File: config.mk
export PLATFORM = sky130hd
export DESIGN_NAME = pattern_scan_ctrl
export DESIGN_NICKNAME = d
export VERILOG_FILES = /design/src/rtl/scan_pkg.sv /design/src/rtl/pattern_matcher.sv /design/src/rtl/pattern_scan_ctrl.sv
export SDC_FILE = /design/constraint.sdc
export NUM_CORES = 1
export LEC_CHECK = 0
export BUFFER_PORTS_ARGS = -buffer_cell sky130_fd_sc_hd__buf_2
export CORE_MARGIN = 2
export CORE_UTILIZATION = 55
export CTS_BUF_LIST = sky130_fd_sc_hd__clkbuf_8 sky130_fd_sc_hd__clkbuf_16
export DETAILED_ROUTE_END_ITERATION = 16
export PLACE_DENSITY = 0.89
export SLEW_MARGIN = 15
export SYNTH_ARGS = -nofsm -noshare
export SYNTH_HDL_FRONTEND = slang
export SYNTH_SLANG_ARGS = --single-unit
File: constraint.sdc
create_clock -name clk -period 2.8 [get_ports clk]
set_clock_uncertainty 0.2 [all_clocks]
set_input_delay 0.56 -clock clk [delete_from_list [all_inputs] [get_ports clk]]
set_output_delay 0.56 -clock clk [all_outputs]
set_load 0.05 [all_outputs]
File: src/rtl/scan_pkg.sv
// Shared constants, state encoding and configuration record for the pattern scanner.
package scan_pkg;

  localparam int unsigned PAT_W = 8;
  localparam int unsigned CNT_W = 8;
  localparam int unsigned LEN_W = 4;

  localparam logic [1:0] StIdle  = 2'd0;
  localparam logic [1:0] StArmed = 2'd1;
  localparam logic [1:0] StDone  = 2'd2;
  localparam logic [1:0] StBad   = 2'd3;

  typedef struct packed {
    logic [PAT_W-1:0] pattern;
    logic [LEN_W-1:0] len;
    logic [CNT_W-1:0] target;
  } scan_cfg_t;

  // Length is kept in 1..PAT_W so the compare window is never empty or oversized.
  function automatic logic [LEN_W-1:0] norm_len(input logic [LEN_W-1:0] len);
    if (len == '0) begin
      return LEN_W'(1);
    end else if (len > LEN_W'(PAT_W)) begin
      return LEN_W'(PAT_W);
    end else begin
      return len;
    end
  endfunction

  function automatic logic [PAT_W-1:0] len_mask(input logic [LEN_W-1:0] len);
    logic [PAT_W-1:0] m;
    m = '0;
    for (int i = 0; i < int'(PAT_W); i++) begin
      m[i] = (i < int'(len));
    end
    return m;
  endfunction

endpackage

File: src/rtl/pattern_matcher.sv
// Bit history shift register with a combinational compare of the window that
// includes the bit currently being shifted in.
module pattern_matcher
  import scan_pkg::*;
(
  input  logic             clk_i,
  input  logic             rst_i,
  input  logic             shift_en_i,
  input  logic             bit_i,
  input  logic             clear_i,
  input  logic [PAT_W-1:0] pattern_i,
  input  logic [LEN_W-1:0] len_i,
  output logic             hit_o
);

  logic [PAT_W-1:0] hist_q, hist_d, hist_shift;

  // Bit 0 is always the newest bit.
  assign hist_shift = {hist_q[PAT_W-2:0], bit_i};

  always_comb begin
    hist_d = hist_q;
    if (clear_i) begin
      hist_d = '0;
    end else if (shift_en_i) begin
      hist_d = hist_shift;
    end
  end

  always_ff @(posedge clk_i) begin
    if (rst_i) begin
      hist_q <= '0;
    end else begin
      hist_q <= hist_d;
    end
  end

  assign hit_o = shift_en_i & (((hist_shift ^ pattern_i) & len_mask(len_i)) == '0);

endmodule

File: src/rtl/pattern_scan_ctrl.sv
// Serial pattern scanner: counts (possibly overlapping) pattern matches in an
// accepted bit stream and stops after a configurable number of matches.
module pattern_scan_ctrl
  import scan_pkg::*;
(
  input  logic             clk,
  input  logic             rst,
  input  logic             cfg_we,
  input  logic [PAT_W-1:0] cfg_pattern,
  input  logic [LEN_W-1:0] cfg_len,
  input  logic [CNT_W-1:0] cfg_target,
  input  logic             start,
  input  logic             abort,
  input  logic             in_valid,
  input  logic             in_bit,
  output logic             in_ready,
  output logic             match,
  output logic [CNT_W-1:0] match_count,
  output logic             busy,
  output logic             done,
  output logic [1:0]       state
);

  logic [1:0]       state_q, state_d;
  scan_cfg_t        cfg_q, cfg_d;
  logic [LEN_W-1:0] bits_q, bits_d;
  logic [CNT_W-1:0] count_q, count_d;
  logic             match_q, match_d;

  logic             accept;
  logic             scan_clear;
  logic             hit;
  logic             seen_enough;
  logic [CNT_W-1:0] count_inc;

  assign in_ready    = (state_q == StArmed);
  assign busy        = (state_q == StArmed);
  assign done        = (state_q == StDone);
  assign state       = state_q;
  assign match       = match_q;
  assign match_count = count_q;

  assign accept      = in_ready & in_valid & ~abort;
  assign seen_enough = (bits_q + LEN_W'(1)) >= cfg_q.len;
  assign count_inc   = (count_q == '1) ? count_q : count_q + CNT_W'(1);

  pattern_matcher u_matcher (
    .clk_i      (clk),
    .rst_i      (rst),
    .shift_en_i (accept),
    .bit_i      (in_bit),
    .clear_i    (scan_clear),
    .pattern_i  (cfg_q.pattern),
    .len_i      (cfg_q.len),
    .hit_o      (hit)
  );

  always_comb begin
    state_d    = state_q;
    cfg_d      = cfg_q;
    bits_d     = bits_q;
    count_d    = count_q;
    match_d    = 1'b0;
    scan_clear = 1'b0;

    if (cfg_we && (state_q == StIdle || state_q == StDone)) begin
      cfg_d = '{pattern: cfg_pattern, len: norm_len(cfg_len), target: cfg_target};
    end

    if (abort) begin
      state_d = StIdle;
    end else begin
      case (state_q)
        StIdle, StDone: begin
          if (start) begin
            state_d    = StArmed;
            bits_d     = '0;
            count_d    = '0;
            scan_clear = 1'b1;
          end
        end
        StArmed: begin
          if (accept) begin
            bits_d = (bits_q == LEN_W'(PAT_W)) ? bits_q : bits_q + LEN_W'(1);
            if (hit && seen_enough) begin
              match_d = 1'b1;
              count_d = count_inc;
              // Leaving ARMED here drops in_ready while the final match is shown.
              if (cfg_q.target != '0 && count_inc == cfg_q.target) begin
                state_d = StDone;
              end
            end
          end
        end
        default: state_d = StIdle;
      endcase
    end
  end

  always_ff @(posedge clk) begin
    if (rst) begin
      state_q <= StIdle;
      cfg_q   <= '{pattern: '0, len: LEN_W'(1), target: '0};
      bits_q  <= '0;
      count_q <= '0;
      match_q <= 1'b0;
    end else begin
      state_q <= state_d;
      cfg_q   <= cfg_d;
      bits_q  <= bits_d;
      count_q <= count_d;
      match_q <= match_d;
    end
  end

endmodule

* After elaboration in Yosys (flattened, before gate mapping) *
Index checks and enable logic that the tools add are counted.

word-level totals
  bits in latches = 0
  RAM bits = 0
  memories kept = 0
  memory bits (read-only) = 0
  input port bits = 27
  word-level logic and storage cells = 74
  register bits after elaboration = 42
  output and inout bits = 14

operators by class
  reduce and logical (&&, ||, !) cells = 16
  multipliers = 0
  magnitude comparators = 10
  divide/modulo/power cells = 0
  add/subtract/negate cells = 2
  bitwise gates (word level) = 8
  muxes and demuxes = 20
  equal/unequal tests = 10
  shift-type cells = 0

operator list
  operator                                                                      number
  8-bit two-way mux                                                             4
  4-bit two-way mux                                                             5
  3-bit by 4-bit less-than comparator with 1-bit output (first input constant)  4
  8-bit one-hot mux with 2 select lines                                         1
  5-bit AND reduction                                                           2
  8-bit by 1-bit adder with 8-bit output (second input constant)                1
  8-bit AND                                                                     1
  8-bit == test                                                                 1
  8-bit == test (second input constant)                                         1
  8-bit zero test                                                               1
  1-bit by 4-bit less-than comparator with 1-bit output (first input constant)  2
  2-bit by 4-bit less-than comparator with 1-bit output (first input constant)  2
  2-bit two-way mux                                                             4
  4-bit one-hot mux with 2 select lines                                         1
  8-bit nonzero test                                                            1
  8-bit XOR                                                                     1
  2-bit by 1-bit inequality test with 1-bit output (second input constant)      3
  2-bit OR reduction                                                            3
  4-bit by 1-bit adder with 4-bit output (second input constant)                1
  4-bit == test (second input constant)                                         1
  4-bit greater-or-equal comparator                                             1
  4-bit greater-than comparator (second input constant)                         1
  4-bit zero test                                                               1
  1-bit two-way mux                                                             4
  12 further kinds                                                              19

* Depth between registers and ports, before layout *
Gate-level depths: netlist (run 1).

  depth in word-level cells = 8
  depth in mapped cells = 9
  gate-level depth less buffers = 9

* Cells and area by module *
A second synthesis (run 1) with hierarchy kept.

unflattened totals
  cell total of the unflattened synthesis = 293
  area total of the unflattened synthesis = 2381.0 sq um

by module, submodules not included
  module             cells an instance  times used  seq. area each (sq um)  area each (sq um)
  pattern_scan_ctrl  249                1           700.7                   1971.9
  pattern_matcher    44                 1           140.1                   409.1

* Worst setup path after synthesis (run 1) *
No wires, ideal clock.

  path type = flip-flop to flip-flop
  start point = register count_q[1] (netlist: match_count[1])
  end point = register state_q[1] (netlist: state[1])
  required time = 2.540 ns
  period minus slack after synthesis = 2.733 ns
  path buffers = 1
  cell stages (with the launch flop) = 9
  setup time = 0.060 ns
  arrival = 2.473 ns
  path slack = 0.067 ns
  cell sequence = dfxtp_1 ha_1 clkbuf_1 a31oi_1 a221o_1 a31oi_1 nor4bb_1 and4_1 o221a_2

on the way
  cells in the longest elaborated chain, start to end = 6
  elaborated cells on any way between the ends = 7
  those cells by class = add/sub: 1; eq/ne: 3; mux: 1; reduce/logical: 2

RTL lines
  what                                                                            line                      text
  start: declaration                                                              pattern_scan_ctrl.sv:27   logic [CNT_W-1:0] count_q, count_d;
  start signal: assignment                                                        pattern_scan_ctrl.sv:111  count_q <= count_d;
  8-bit by 1-bit adder with 8-bit output / 8-bit == test (equally long branches)  pattern_scan_ctrl.sv:45   assign count_inc = (count_q == '1) ? count_q : count_q + CNT_W'(1);
  8-bit two-way mux (*)                                                           pattern_scan_ctrl.sv:45
  8-bit == test (*)                                                               pattern_scan_ctrl.sv:89   if (cfg_q.target != '0 && count_inc == cfg_q.target) begin
  1-bit logical AND (*)                                                           pattern_scan_ctrl.sv:89
  2-bit by 1-bit inequality test with 1-bit output (no source line) (*)           --
  4-bit AND reduction (no source line) (*)                                        --
  end signal: assignment                                                          pattern_scan_ctrl.sv:102  state_q <= StIdle;
  end signal: assignment                                                          pattern_scan_ctrl.sv:108  state_q <= state_d;
  end: declaration                                                                pattern_scan_ctrl.sv:24   logic [1:0] state_q, state_d;

Every way passes the cells marked *; elsewhere a longest branch is shown, timed or not.
A chain may end at the register's enable or synchronous reset.

* Final worst setup path (run 1) *
  start point = register cfg_q[11] (netlist bit)
  end point = register count_q[0] (netlist: match_count[0])

on the way
  cells in the longest elaborated chain, start to end = 7
  elaborated cells on any way between the ends = 15
  those cells by class = order compare: 9; eq/ne: 1; bitwise: 2; reduce/logical: 3

RTL lines
  what                                                                                 line                      text
  start: declaration                                                                   pattern_scan_ctrl.sv:25   scan_cfg_t cfg_q, cfg_d;
  start signal: assignment                                                             pattern_scan_ctrl.sv:103  cfg_q <= '{pattern: '0, len: LEN_W'(1), target: '0};
  start signal: assignment                                                             pattern_scan_ctrl.sv:109  cfg_q <= cfg_d;
  1-bit by 4-bit less-than comparator with 1-bit output, or another cell as far along  scan_pkg.sv:34            m[i] = (i < int'(len));
  8-bit AND                                                                            pattern_matcher.sv:38     assign hit_o = shift_en_i & (((hist_shift ^ pattern_i) & len_mask(len_i)) == '0);
  8-bit zero test                                                                      pattern_matcher.sv:38
  1-bit AND                                                                            pattern_matcher.sv:38
  1-bit logical AND (*)                                                                pattern_scan_ctrl.sv:85   if (hit && seen_enough) begin
  2-bit by 1-bit inequality test with 1-bit output (no source line) (*)                --
  5-bit AND reduction (no source line) (*)                                             --

Marks and branches as above.

==> results of run 1 <==
[cells by family after synthesis]
group,count (synthesis),synth area share [%]
AND/OR/NAND/NOR,108,22.4
AO/OA/AOI/OAI,73,21.7
flip-flops,42,36.7
buffers and inverters,28,4.91
XOR/XNOR,17,6.49
multiplexers,9,3.98
adder cells (fa/ha/maj),7,3.82
[metal layers]
metal	track usage (%)	part of all wire (%)	up-vias
met3	3.41	6.0	8
li1	-	-	1100
met2	39.9	46	76
met4	10.3	1.6	0
met5	0	0	-
met1	34.4	46	1002
[state kept, by name (all words and copies together), names as in the netlist]
| name | count |
|---|---|
| state | 2 |
| u_matcher.hist_q | 7 |
| bits_q | 4 |
| match_count | 8 |
| match | 1 |
| cfg_q | 20 |
[cell type report]
cell class	count	share of cell area, %
multi-input combinational	214	50.2
clock inverter	3	1.69
timing repair buffer	49	10.0
tap	50	2.34
clock buffer	5	2.58
inverter	12	1.69
sequential	42	31.5
[worst max-delay path, cell delays in order (launching register included)]
cell and delay, ps:
sky130_fd_sc_hd__dfxtp_1 360, sky130_fd_sc_hd__or4_1 530, sky130_fd_sc_hd__a222oi_1 300, sky130_fd_sc_hd__nand4_1 260, sky130_fd_sc_hd__a22oi_4 390, sky130_fd_sc_hd__a21oi_2 100, sky130_fd_sc_hd__mux2_2 270
[worst max path at each step]
| stage | from | end | slack, ps | depth (start not counted) |
|---|---|---|---|---|
| 5_1_grt | bits_q[0] | match_count[0] | 100 | 9 |
| 6_report | cfg_q[11] | match_count[0] | 280 | 6 |
| 2_1_floorplan | match_count[1] | state[1] | 70 | 8 |
| 4_1_cts | bits_q[0] | match_count[0] | 300 | 8 |
| 3_5_place_dp | bits_q[0] | match_count[0] | 320 | 8 |
| 3_3_place_gp | bits_q[0] | match_count[0] | 400 | 8 |
[cell usage in the layout, fill, tap and decap left out, types with 3 or more instances in the layout]
cell	synthesis	routed
sky130_fd_sc_hd__a211oi_1	5	5
sky130_fd_sc_hd__a21oi_1	30	30
sky130_fd_sc_hd__a31oi_1	6	6
sky130_fd_sc_hd__a32oi_1	3	3
sky130_fd_sc_hd__buf_2	3	40
sky130_fd_sc_hd__buf_4	1	9
sky130_fd_sc_hd__clkbuf_8	0	5
sky130_fd_sc_hd__dfxtp_1	42	42
sky130_fd_sc_hd__ha_1	7	7
sky130_fd_sc_hd__inv_1	11	11
sky130_fd_sc_hd__mux2i_1	8	8
sky130_fd_sc_hd__nand2_1	47	47
sky130_fd_sc_hd__nand2b_1	6	6
sky130_fd_sc_hd__nand3_1	5	5
sky130_fd_sc_hd__nand4_1	3	3
sky130_fd_sc_hd__nor2_1	24	24
sky130_fd_sc_hd__nor3_1	3	3
sky130_fd_sc_hd__nor4_1	3	3
sky130_fd_sc_hd__o21ai_0	6	6
sky130_fd_sc_hd__xnor2_1	7	7
sky130_fd_sc_hd__xor2_1	10	10
[power by group through the flow]
stage	clock, mW	combinational [mW]	sequential (mW)
final	0.490	0.157	0.638
after global routing	0.523	0.175	0.641
after CTS	0.497	0.156	0.638
after detailed placement	0	0.155	0.652
after global placement	0	0.150	0.650
after floorplan	0	0.108	0.649
==> results.txt, run 1 <==
- The H-tree was split into 2 levels.
- Clock Tree Buf Depth: 2
* Switching share of power: 26.2%
- Cells with a size suffix above 1 make up 20.3% of the layout.
* Reg area: 841 µm²
- Ranked by total cell area, the synthesized netlist is headed by sky130_fd_sc_hd__dfxtp_1 37%, sky130_fd_sc_hd__nand2_1 7.7%, sky130_fd_sc_hd__a21oi_1 6.5%, sky130_fd_sc_hd__nor2_1 3.9%, sky130_fd_sc_hd__ha_1 3.8%.
- At the end of the flow, the number of nets in the layout was 358.
- Gr usage total: 25.2%
- Registers are responsible for 49.6% of the overall power.
- CP max FO: 10
* Async set-or-reset flop fraction in the synthesized netlist: 0%
- 41 I/O pins were placed.
- Average vias per placed instance: 5.83
* Part of the power in the clock network: 38.1%
- The first global-routing pass estimated 8.79 mm of wire.
- Data required time of the critical path: 2800 ps
* Sequential share of the synthesized area: 36.7%
- In this run the power spent charging and discharging nets is 337 µW.
* Count of final max-slew check failures: 0
- Data arrival time of the critical path: 2520 ps
* DRC violation count after routing: 0
- After synthesis, the largest area contributor takes up 36.7% of total cell area.
- Combinational logic burns 12.2% of the power.
* Mean cell area of the mapped netlist: 8.08 µm²
* Power density normalized to cell area: 481 nW/µm²
* Post-Place Worst Slack: 321 ps
- The repair_antennas step left the layout with diodes totalling 0.
* Number of library cell types mapped by synthesis: 52
- Vias in the first global route: 1,930
- Relative area change from synthesis to final layout: 16.4%
- Reg-to-Reg End: match_count[0]
- Minimum clock period: 2520 ps
* Filler-free cell count of the finished design: 375
- TNS Setup: 0 ps
* Unrepaired setup endpoints after global routing: false
- Number of cells produced by synthesis: 284
- Setup violations remaining at the end of the flow were counted as 0.
* Detail Route Antenna Nets: 0
- The run finished with clean final reports.
* Total instance count after detailed placement: 367
* Count of input and output buffers: 40
- Cts hold-fix bufs: 0
- Pre-antenna DRT Iters: 5
* Final standard cell utilization of the core: 66.8%
- Flop-to-flop setup slack: 280 ps
* Number of buffers added by the clock tree synthesis step: 5
- Synth top cells by count: 47 x sky130_fd_sc_hd__nand2_1, 42 x sky130_fd_sc_hd__dfxtp_1, 30 x sky130_fd_sc_hd__a21oi_1
* Worst path setup slack after routing: 279 ps
- The worst setup path is launched from a flip-flop.
* Drt wl/cell: 14.5 µm
* CTS resizes: 0
- The final number of hold-violating endpoints was 0.
* Row count: 23
- Summed over all nets, the half-perimeter wirelength after detailed placement is 4.04 mm.
- Initial antenna violation count: 0
* Drt initial violations: 260
- Based on the critical path, the design can be clocked at up to 397 MHz.
- In this run the cell area of the synthesized design comes to 2290 µm².
- The startpoint identified for the worst hold timing path is cfg_len[3].
- Core area: 4000 µm²
* Syn. warnings: 0
- TritonCTS built the clock tree.
- For hold timing, the worst endpoint is cfg_q[8].
- Most numerous cell in the Yosys netlist: sky130_fd_sc_hd__nand2_1
- Leakage dissipation: 1.17 nW
- Synthesis inferred 42 register bits.
- RePlAce Congestion: 0.984
- Share of the clock period used by the worst path after layout: 90.1%
- For this run the aggregate overflow at the end of global routing stands at 0.
- The worst-case IR drop observed on VDD is 404 µV.
* Cell Int Power: 948 µW
- The worst setup path is of the flip-flop to flip-flop kind.
* Critical register-to-register path startpoint: cfg_q[11]
* Post-layout power: 1.28 mW
- Area of the multi-input gates: 1340 µm²
- Instance area after placement: 2560 µm²
* Overall die area: 4700 µm²
- STA classifies the critical path endpoint as a flip-flop.
* Die outline height: 68.6 µm
- Count of flip-flops with a built-in enable after synthesis: 0
* Clock Latency Late Sink: 300 ps
- After clock tree synthesis, the clock-pin slew on the worst setup and hold paths is 80 ps.
* Worst hold path depth: 2
- Total wire length after detailed routing: 5.43 mm
- Largest net degree at the start of global routing: 22
- Max Cap Viol: 0
- Headroom to the max-slew limit came out at 51.5%.
- Counting every net in the synthesized netlist gives 318.
- Number of cell instances on the worst register-to-register path: 6
- The tightest hold path in the finished design has a slack of 268 ps.
- Worst-margin pin slew: 728 ps
- Of all cell types, the one taking the most synthesized area is sky130_fd_sc_hd__dfxtp_1.
- Once the floorplan was initialized, standard cells occupied 57.3% of the core.
* Post-CTS Setup Bufs: 0
* Die Width: 68.6 µm
- Count of filler cells inserted in the layout: 348
- Total vias in the final route: 2,186
* Post-route cell area: 2670 µm²
* Root cell of the clock tree: sky130_fd_sc_hd__clkbuf_8
* Worst Hold Class: primary input to flip-flop
- The most used flip-flop cell after synthesis is sky130_fd_sc_hd__dfxtp_1.
- TritonCTS sink count: 42
Power figures use the tool's default switching activity.
==> run 2: changes to the inputs <==
--- a/config.mk
+++ b/config.mk
@@ -5,9 +5,10 @@
 export SDC_FILE = /design/constraint.sdc
 export NUM_CORES = 1
 export LEC_CHECK = 0
+export ABC_AREA = 1
 export BUFFER_PORTS_ARGS = -buffer_cell sky130_fd_sc_hd__buf_2
 export CORE_MARGIN = 2
-export CORE_UTILIZATION = 55
+export CORE_UTILIZATION = 56
 export CTS_BUF_LIST = sky130_fd_sc_hd__clkbuf_8 sky130_fd_sc_hd__clkbuf_16
 export DETAILED_ROUTE_END_ITERATION = 16
 export PLACE_DENSITY = 0.89
==> run 2 against run 1 <==
  * Sequential power is 3.8% higher
  * Via count is 19% higher
  * Synthesized cell count is 32% higher
  * Combinational power is 99% higher
  * Critical path depth is 7 higher
  * Area after synthesis is 9.3% higher
  * Sequential cell count stayed put
  * Routed wire length is 12% higher
  * Worst setup slack better by 9.5 ps
  * Worst hold slack better by 20 ps
  * Highest routed layer unchanged
==> results.txt, run 2 <==
- The run finished with clean final reports.
- The final layout contains routed wiring with a total length of 6.06 mm.
- Setup violations, final: 0
- Worst setup path startpoint: bits_q[0]
* Post-route cell area: 2840 µm²
* Count of flip-flops with a built-in enable after synthesis: 0
* Number of buffer and inverter instances along the worst setup path: 2
* Final standard cell utilization of the core: 65.6%
- Yosys top cell area share: 33.5%
- Dividing the final minimum period by the clock period gives 89.7%.
* Mean cell area of the mapped netlist: 6.68 µm²
* Commonest non-fill, non-tap cell in the layout: sky130_fd_sc_hd__nand2_1
- For this run the aggregate overflow at the end of global routing stands at 0.
* Vias in the first global route: 2,343
* Worst-margin pin slew: 591 ps
- The number of nets handed over by synthesis was 409.
- Count of input and output buffers: 40
- The tree is rooted in a sky130_fd_sc_hd__clkbuf_8.
- Among all flip-flop cells after synthesis, the most frequent one is sky130_fd_sc_hd__dfxtp_1.
* Fin Hold WS: 288 ps
* Post-layout power: 1.39 mW
- The routed layout has 2,591 vias.
- Die outline height: 70.9 µm
- The number of slew-limit violations in the final report came to 0.
- The worst hold path terminates at cfg_q[4].
- Relative area change from synthesis to final layout: 13.1%
- Number of cells produced by synthesis: 375
- The synthesized netlist devotes 14.1% of its cell area to compound gates.
- CTS resizes: 0
- Fill cells in the final layout number 385.
- Kind of end point of the critical path: flip-flop
- In the final layout, the multi-input gates occupy 1460 µm².
- The final number of hold-violating endpoints is 0.
- Drt initial violations: 316
- First-pass GRT wire length: 10.5 mm
* Largest net degree at the start of global routing: 30
- Multiplexer share of the synthesized area: 0%
- At the end of the flow, the number of nets in the layout was 448.
* Most numerous cell in the Yosys netlist: sky130_fd_sc_hd__nand2_1
* Worst rel slew slack: 60.6%
* IO Pins: 41
- Starting Density: 58.0%
- Flop-to-flop setup slack: 290 ps
* Pre-antenna DRT Iters: 4
* Setup Crit Path Kind: flip-flop to flip-flop
- Combined area of all synthesized cells: 2510 µm²
- Maximum cell stage delay along the critical path: 430 ps
* Worst-case vdd ir drop: 315 µV
- DRC violation count after routing: 0
- Launching element type of the critical path: flip-flop
* Reg-to-Reg End: match_count[7]
* Reg area: 841 µm²
* Clock Latency Late Sink: 300 ps
- The Yosys step of the flow raised 0 warnings.
- Synthesis inferred 42 register bits.
* Cell type with the largest total area after synthesis: sky130_fd_sc_hd__dfxtp_1
- Leakage dissipation: 1.35 nW
* Number of library cell types mapped by synthesis: 35
- After Yosys synthesis, and, or, nand and nor cells account for 37.0% of the synthesized area.
* Row count: 24
* Data arrival time of the critical path: 2530 ps
- Counting every sink on the clock net gives 42.
- The count of nets left with antenna violations once routing finished came out at 0.
* Max FFs per register: 20
- The clock passes through at most 2 buffers.
* Reg with most FFs: cfg_q
- Sequential share of the synthesized area: 33.5%
- Data required time of the critical path: 2820 ps
* Max Cap Viol: 0
- For the worst flop-to-flop path, the logic depth is 13.
- Drt wl/cell: 13.0 µm
- Post-CTS Setup Bufs: 0
* Instance area after placement: 2740 µm²
- In the final layout, the share of cells above drive strength 1 is 15.2%.
- The worst hold path belongs to the class flip-flop to flip-flop.
* Post-synthesis xor/xnor area fraction: 3.84%
* CP max FO: 10
* Critical-path cell list: inv_1, ha_1, ha_1, inv_1, nor2_1, o211ai_1, nand3_1, nand4_2, nand2_4, nand3_4, nand2_1, nand2_1, nor2_1
- Critical register-to-register path startpoint: bits_q[0]
- Core area: 4320 µm²
- Cts hold-fix bufs: 0
- Largest family of logic cells by synthesized area: simple AND/OR/NAND/NOR gates
* Fmax: 398 MHz
* Unrepaired setup endpoints after global routing: false
- For the final routed database, the setup TNS stands at 0 ps.
* RePlAce Congestion: 0.995
- Synth top cells by count: 88 x sky130_fd_sc_hd__nand2_1, 53 x sky130_fd_sc_hd__nor2_1, 42 x sky130_fd_sc_hd__dfxtp_1, 42 x sky130_fd_sc_hd__nand3_1, 37 x sky130_fd_sc_hd__inv_1
- Minimum clock period: 2510 ps
- TritonCTS built the clock tree.
* Adder-cell share of the synthesized area: 3.49%
- On the critical path the largest part of the delay comes from simple AND/OR/NAND/NOR gates.
* Number of buffers added by the clock tree synthesis step: 5
- Most used cells in the layout excluding fill and tap cells: 88 x sky130_fd_sc_hd__nand2_1, 53 x sky130_fd_sc_hd__nor2_1, 42 x sky130_fd_sc_hd__nand3_1, 42 x sky130_fd_sc_hd__dfxtp_1, 40 x sky130_fd_sc_hd__buf_2
* Async set-or-reset flop fraction in the synthesized netlist: 0%
- Clock-pin slew was measured on the worst setup and hold paths at 80 ps.
* Power density normalized to cell area: 489 nW/µm²
- Yosys attributes the largest share of cell area to sky130_fd_sc_hd__dfxtp_1 34%, sky130_fd_sc_hd__nand2_1 13%, sky130_fd_sc_hd__nand3_1 8.4%, sky130_fd_sc_hd__nor2_1 7.9%, sky130_fd_sc_hd__inv_1 5.5%.
- Maximum level of the CTS H-tree: 2
- In the global route stage, overall resource usage came out at 25.8%.
* Initial antenna violation count: 0
* Average vias per placed instance: 5.55
- Detailed placement ended at an HPWL of 4.62 mm.
- The repair_antennas step left the layout with diodes totalling 0.
- Along the worst hold path, the cell count comes to 2.
- In this run the most critical hold path is launched from cfg_q[4].
- Overall die area: 5030 µm²
- The slowest stage of the critical path belongs to the cell sky130_fd_sc_hd__dfxtp_1.
- Die Width: 70.9 µm
[run 2: stage by stage]
step	setup WS, ps	cells
after global routing	82.4	467
final	288	467
after global placement	477	459
after CTS	296	467
after floorplan	277	375
after detailed placement	352	459
[run 2: tightest hold or removal path: cells and delay by family (launching register included)]
kind	cells	cell delay, ps
compound gates	1	50
flops	1	330
buf+inv	1	70
[run 2: report_power, final]
part	internal, mW	switching (mW)	total [mW]
Combinational	0.103	0.210	0.313
Clock	0.198	0.215	0.413
Sequential	0.630	0.0317	0.662
Total	0.931	0.457	1.39
[run 2: logic make-up (layout without fill, tap and decap cells)]
family          Yosys count  in the layout
simple gates            205            205
compound gates           59             59
buf+inv                  51             91
flops                    42             42
xor+xnor                 11             11
fa+ha+maj                 7              7
[run 2: worst max-delay path by stage]
stage                     endpoint  cells after the start  slack, ps
floorplan                 in_ready                      4        280
global placement          state[1]                     12        480
global route        match_count[7]                     13         80
CTS                 match_count[7]                     13        300
detailed placement  match_count[7]                     13        350
finish              match_count[7]                     13        290
[run 2: final cells by class]
cell class                      count  share of cell area (%)
Sequential cell                    42                    29.7
Inverter                           41                    5.47
Timing Repair Buffer               42                    7.59
Clock inverter                      2                   0.441
Tap cell                           52                    2.29
Clock buffer                        6                    2.91
Multi-Input combinational cell    282                    51.6
[run 2: metal layers]
layer  vias to the layer above  GRT usage (%)  routed length [µm]
met3                        13           6.41                 493
met2                       111           41.1                2730
met5                         -              0                   0
met1                      1151           34.7                2740
met4                         0           7.97                 102
li1                       1316              -                   -
==> run 3: changes to the inputs <==
--- a/config.mk
+++ b/config.mk
@@ -9,9 +9,9 @@
 export BUFFER_PORTS_ARGS = -buffer_cell sky130_fd_sc_hd__buf_2
 export CORE_MARGIN = 2
 export CORE_UTILIZATION = 56
-export CTS_BUF_LIST = sky130_fd_sc_hd__clkbuf_8 sky130_fd_sc_hd__clkbuf_16
 export DETAILED_ROUTE_END_ITERATION = 16
 export PLACE_DENSITY = 0.89
+export REMOVE_ABC_BUFFERS = 1
 export SLEW_MARGIN = 15
 export SYNTH_ARGS = -nofsm -noshare
 export SYNTH_HDL_FRONTEND = slang
==> run 3 against run 2 <==
  * Sequential power hardly changed
  * Count of clock-buffer cells in the layout is 1 lower
  * Worst setup slack better by 47 ps
  * Routed wire length is 1.7% higher
==> results.txt, run 3 (synthesis gave the netlist of run 2 again) <==
- Core area: 4320 µm²
- Overflow after GRT: 0
- Worst Hold Class: flip-flop to flip-flop
- Average vias per placed instance: 5.75
- Reg area: 841 µm²
- Row count: 24
- Relative area change from synthesis to final layout: 13.9%
- Cts hold-fix bufs: 0
- Drt wl/cell: 13.2 µm
- For this design the ratio of total power to cell area is 515 nW/µm².
- Buffers placed on the I/O ports in this run total 40.
- Die Width: 70.9 µm
- Fill cells in the final layout number 389.
- The register with the most flip-flops in the final layout is cfg_q.
- Subtracting the final worst setup slack from the clock period gives 2460 ps.
- Estimated wirelength of the detail-placed design: 4.53 mm
* Die outline height: 70.9 µm
- For the worst-skew pair, the clock arrives at the later sink with an insertion delay of 310 ps.
- Kind of cell adding the most delay to the critical path: simple AND/OR/NAND/NOR gates
- In this run the number of H-tree levels came out at 2.
- CTS tree: yes
* Number of buffers added by the clock tree synthesis step: 5
- Initial antenna violation count: 0
- Commonest non-fill, non-tap cell in the layout: sky130_fd_sc_hd__nand2_1
* Worst rel slew slack: 61.1%
- Unrepaired setup endpoints after global routing: false
- RePlAce Congestion: 0.975
- Once the clock tree was built, the setup fixing pass inserted 0 buffers.
* Largest net degree at the start of global routing: 20
- The detailed router placed 2,683 vias in this run.
- The first detailed-routing pass took 7 iterations.
- Number of buffer and inverter instances along the worst setup path: 0
- At the end of the flow, the number of nets in the layout was 448.
- Worst-margin pin slew: 583 ps
* First-pass GRT wire length: 10.5 mm
- Fraction of layout instances using a drive strength above 1: 15.2%
- 41 I/O pins were placed.
* Slowest library cell on the worst path: sky130_fd_sc_hd__dfxtp_1
* Overall die area: 5030 µm²
- Leakage dissipation: 1.36 nW
- Once detail routing completed, the nets flagged for antenna violations numbered 0.
- Total power for the finished layout comes to 1.47 mW.
- The top cell types in the final layout, fill and taps aside, are 88 x sky130_fd_sc_hd__nand2_1, 53 x sky130_fd_sc_hd__nor2_1, 42 x sky130_fd_sc_hd__nand3_1, 42 x sky130_fd_sc_hd__dfxtp_1, 40 x sky130_fd_sc_hd__buf_2.
* CP max FO: 11
- The worst-case IR drop observed on VDD is 253 µV.
* Setup Crit Path Kind: flip-flop to flip-flop
- TNS Setup: 0 ps
* CTS resizes: 0
- The largest single stage delay on the critical path is 430 ps.
- Clock tree synthesis selected as its root buffer the cell sky130_fd_sc_hd__clkbuf_8.
- Critical-path cell list: ha_1, nand2_1, nor2_2, nand2_1, nand2_1, nand2_1, nand2_1, nand3_1, nor2_1, nand3_1, nor2_1, nor2_1, nor2_1
- For the worst setup path, the data arrival time is 2510 ps.
* Count of final max-slew check failures: 0
- In the global route stage, overall resource usage came out at 25.6%.
* Vias in the first global route: 2,379
- Kind of end point of the critical path: flip-flop
* TritonCTS sink count: 42
- Clock Tree Buf Depth: 2
* Data required time of the critical path: 2850 ps
- The detailed router finished its first iteration with 310 violations.
* Worst path most repeated cell: sky130_fd_sc_hd__nand2_1
- Fmax: 406 MHz
* Area of the multi-input gates: 1460 µm²
* Launching element type of the critical path: flip-flop
- Clock transition at the registers of the reported paths: 80 ps
* Total wire length after detailed routing: 6.17 mm
- Setup violations remaining at the end of the flow were counted as 0.
* # diodes: 0
- The tool flagged a number of max-cap violations equal to 0.
- Starting Density: 58.0%
- The final number of hold-violating endpoints came to 0.
- Share of the clock period used by the worst path after layout: 88.0%
- Max FFs per register: 20
- DRC violation count after routing: 0
- Status: complete, no violations
[run 3: changes by cell type in the layout (fill, tap and decap cells not counted), sizes merged]
cell      previous run  this run
clkinv               3         2
bufinv               0         1
clkinvlp             1         2
clkbuf               6         5
[run 3: path summary, 6_finish.rpt]
path / startpoint / endpoint / slack, ps / cells past startpoint
min reg2reg: u_matcher.hist_q[2] / u_matcher.hist_q[3] / 290 / 2
min: u_matcher.hist_q[2] / u_matcher.hist_q[3] / 290 / 2
max: match_count[1] / state[1] / 340 / 13
max reg2reg: match_count[1] / state[1] / 340 / 13
[run 3: stage by stage]
| step | hold slack [ps] | instances | instance area, µm² | utilization [%] | worst slack, ps |
|---|---|---|---|---|---|
| 6_report | 294 | 467 | 2850 | 66.0 | 335 |
| 5_1_grt | 318 | 467 | 2850 | 66.0 | 120 |
| 4_1_cts | 297 | 467 | 2850 | 66.0 | 428 |
| 3_5_place_dp | 283 | 459 | 2740 | 63.4 | 468 |
| 3_3_place_gp | 264 | 459 | 2740 | 63.4 | 504 |
| 2_1_floorplan | 255 | 365 | 2460 | - | 74.1 |
[run 3: worst reg2reg max path, cell delays in order (launching register included)]
cell and delay (ps):
sky130_fd_sc_hd__dfxtp_1 430, sky130_fd_sc_hd__ha_1 260, sky130_fd_sc_hd__nand2_1 90, sky130_fd_sc_hd__nor2_2 190
sky130_fd_sc_hd__nand2_1 300, sky130_fd_sc_hd__nand2_1 170, sky130_fd_sc_hd__nand2_1 100, sky130_fd_sc_hd__nand2_1 100
sky130_fd_sc_hd__nand3_1 80, sky130_fd_sc_hd__nor2_1 110, sky130_fd_sc_hd__nand3_1 100, sky130_fd_sc_hd__nor2_1 130
sky130_fd_sc_hd__nor2_1 60, sky130_fd_sc_hd__nor2_1 90
[run 3: layer usage]
metal	routed length (µm)	vias to the layer above	track usage (%)
met2	2800	125	41.0
met3	514	22	5.27
met4	138	0	9.85
met1	2710	1214	34.1
li1	-	1322	-
met5	0	-	0
[run 3: cell type report]
type,count,area share [%]
Inverter,41,5.44
Tap cell,52,2.28
Clock buffer,5,2.41
Clock inverter,3,1.58
Sequential cell,42,29.5
Multi-Input combinational cell,282,51.3
Timing Repair Buffer,42,7.54
[run 3: report_power, final]
| part | internal, mW | switching (mW) | leakage (nW) |
|---|---|---|---|
| sequential | 0.630 | 0.0324 | 0.345 |
| combinational | 0.103 | 0.208 | 0.961 |
| clock | 0.265 | 0.231 | 0.0504 |
| total | 0.998 | 0.471 | 1.36 |
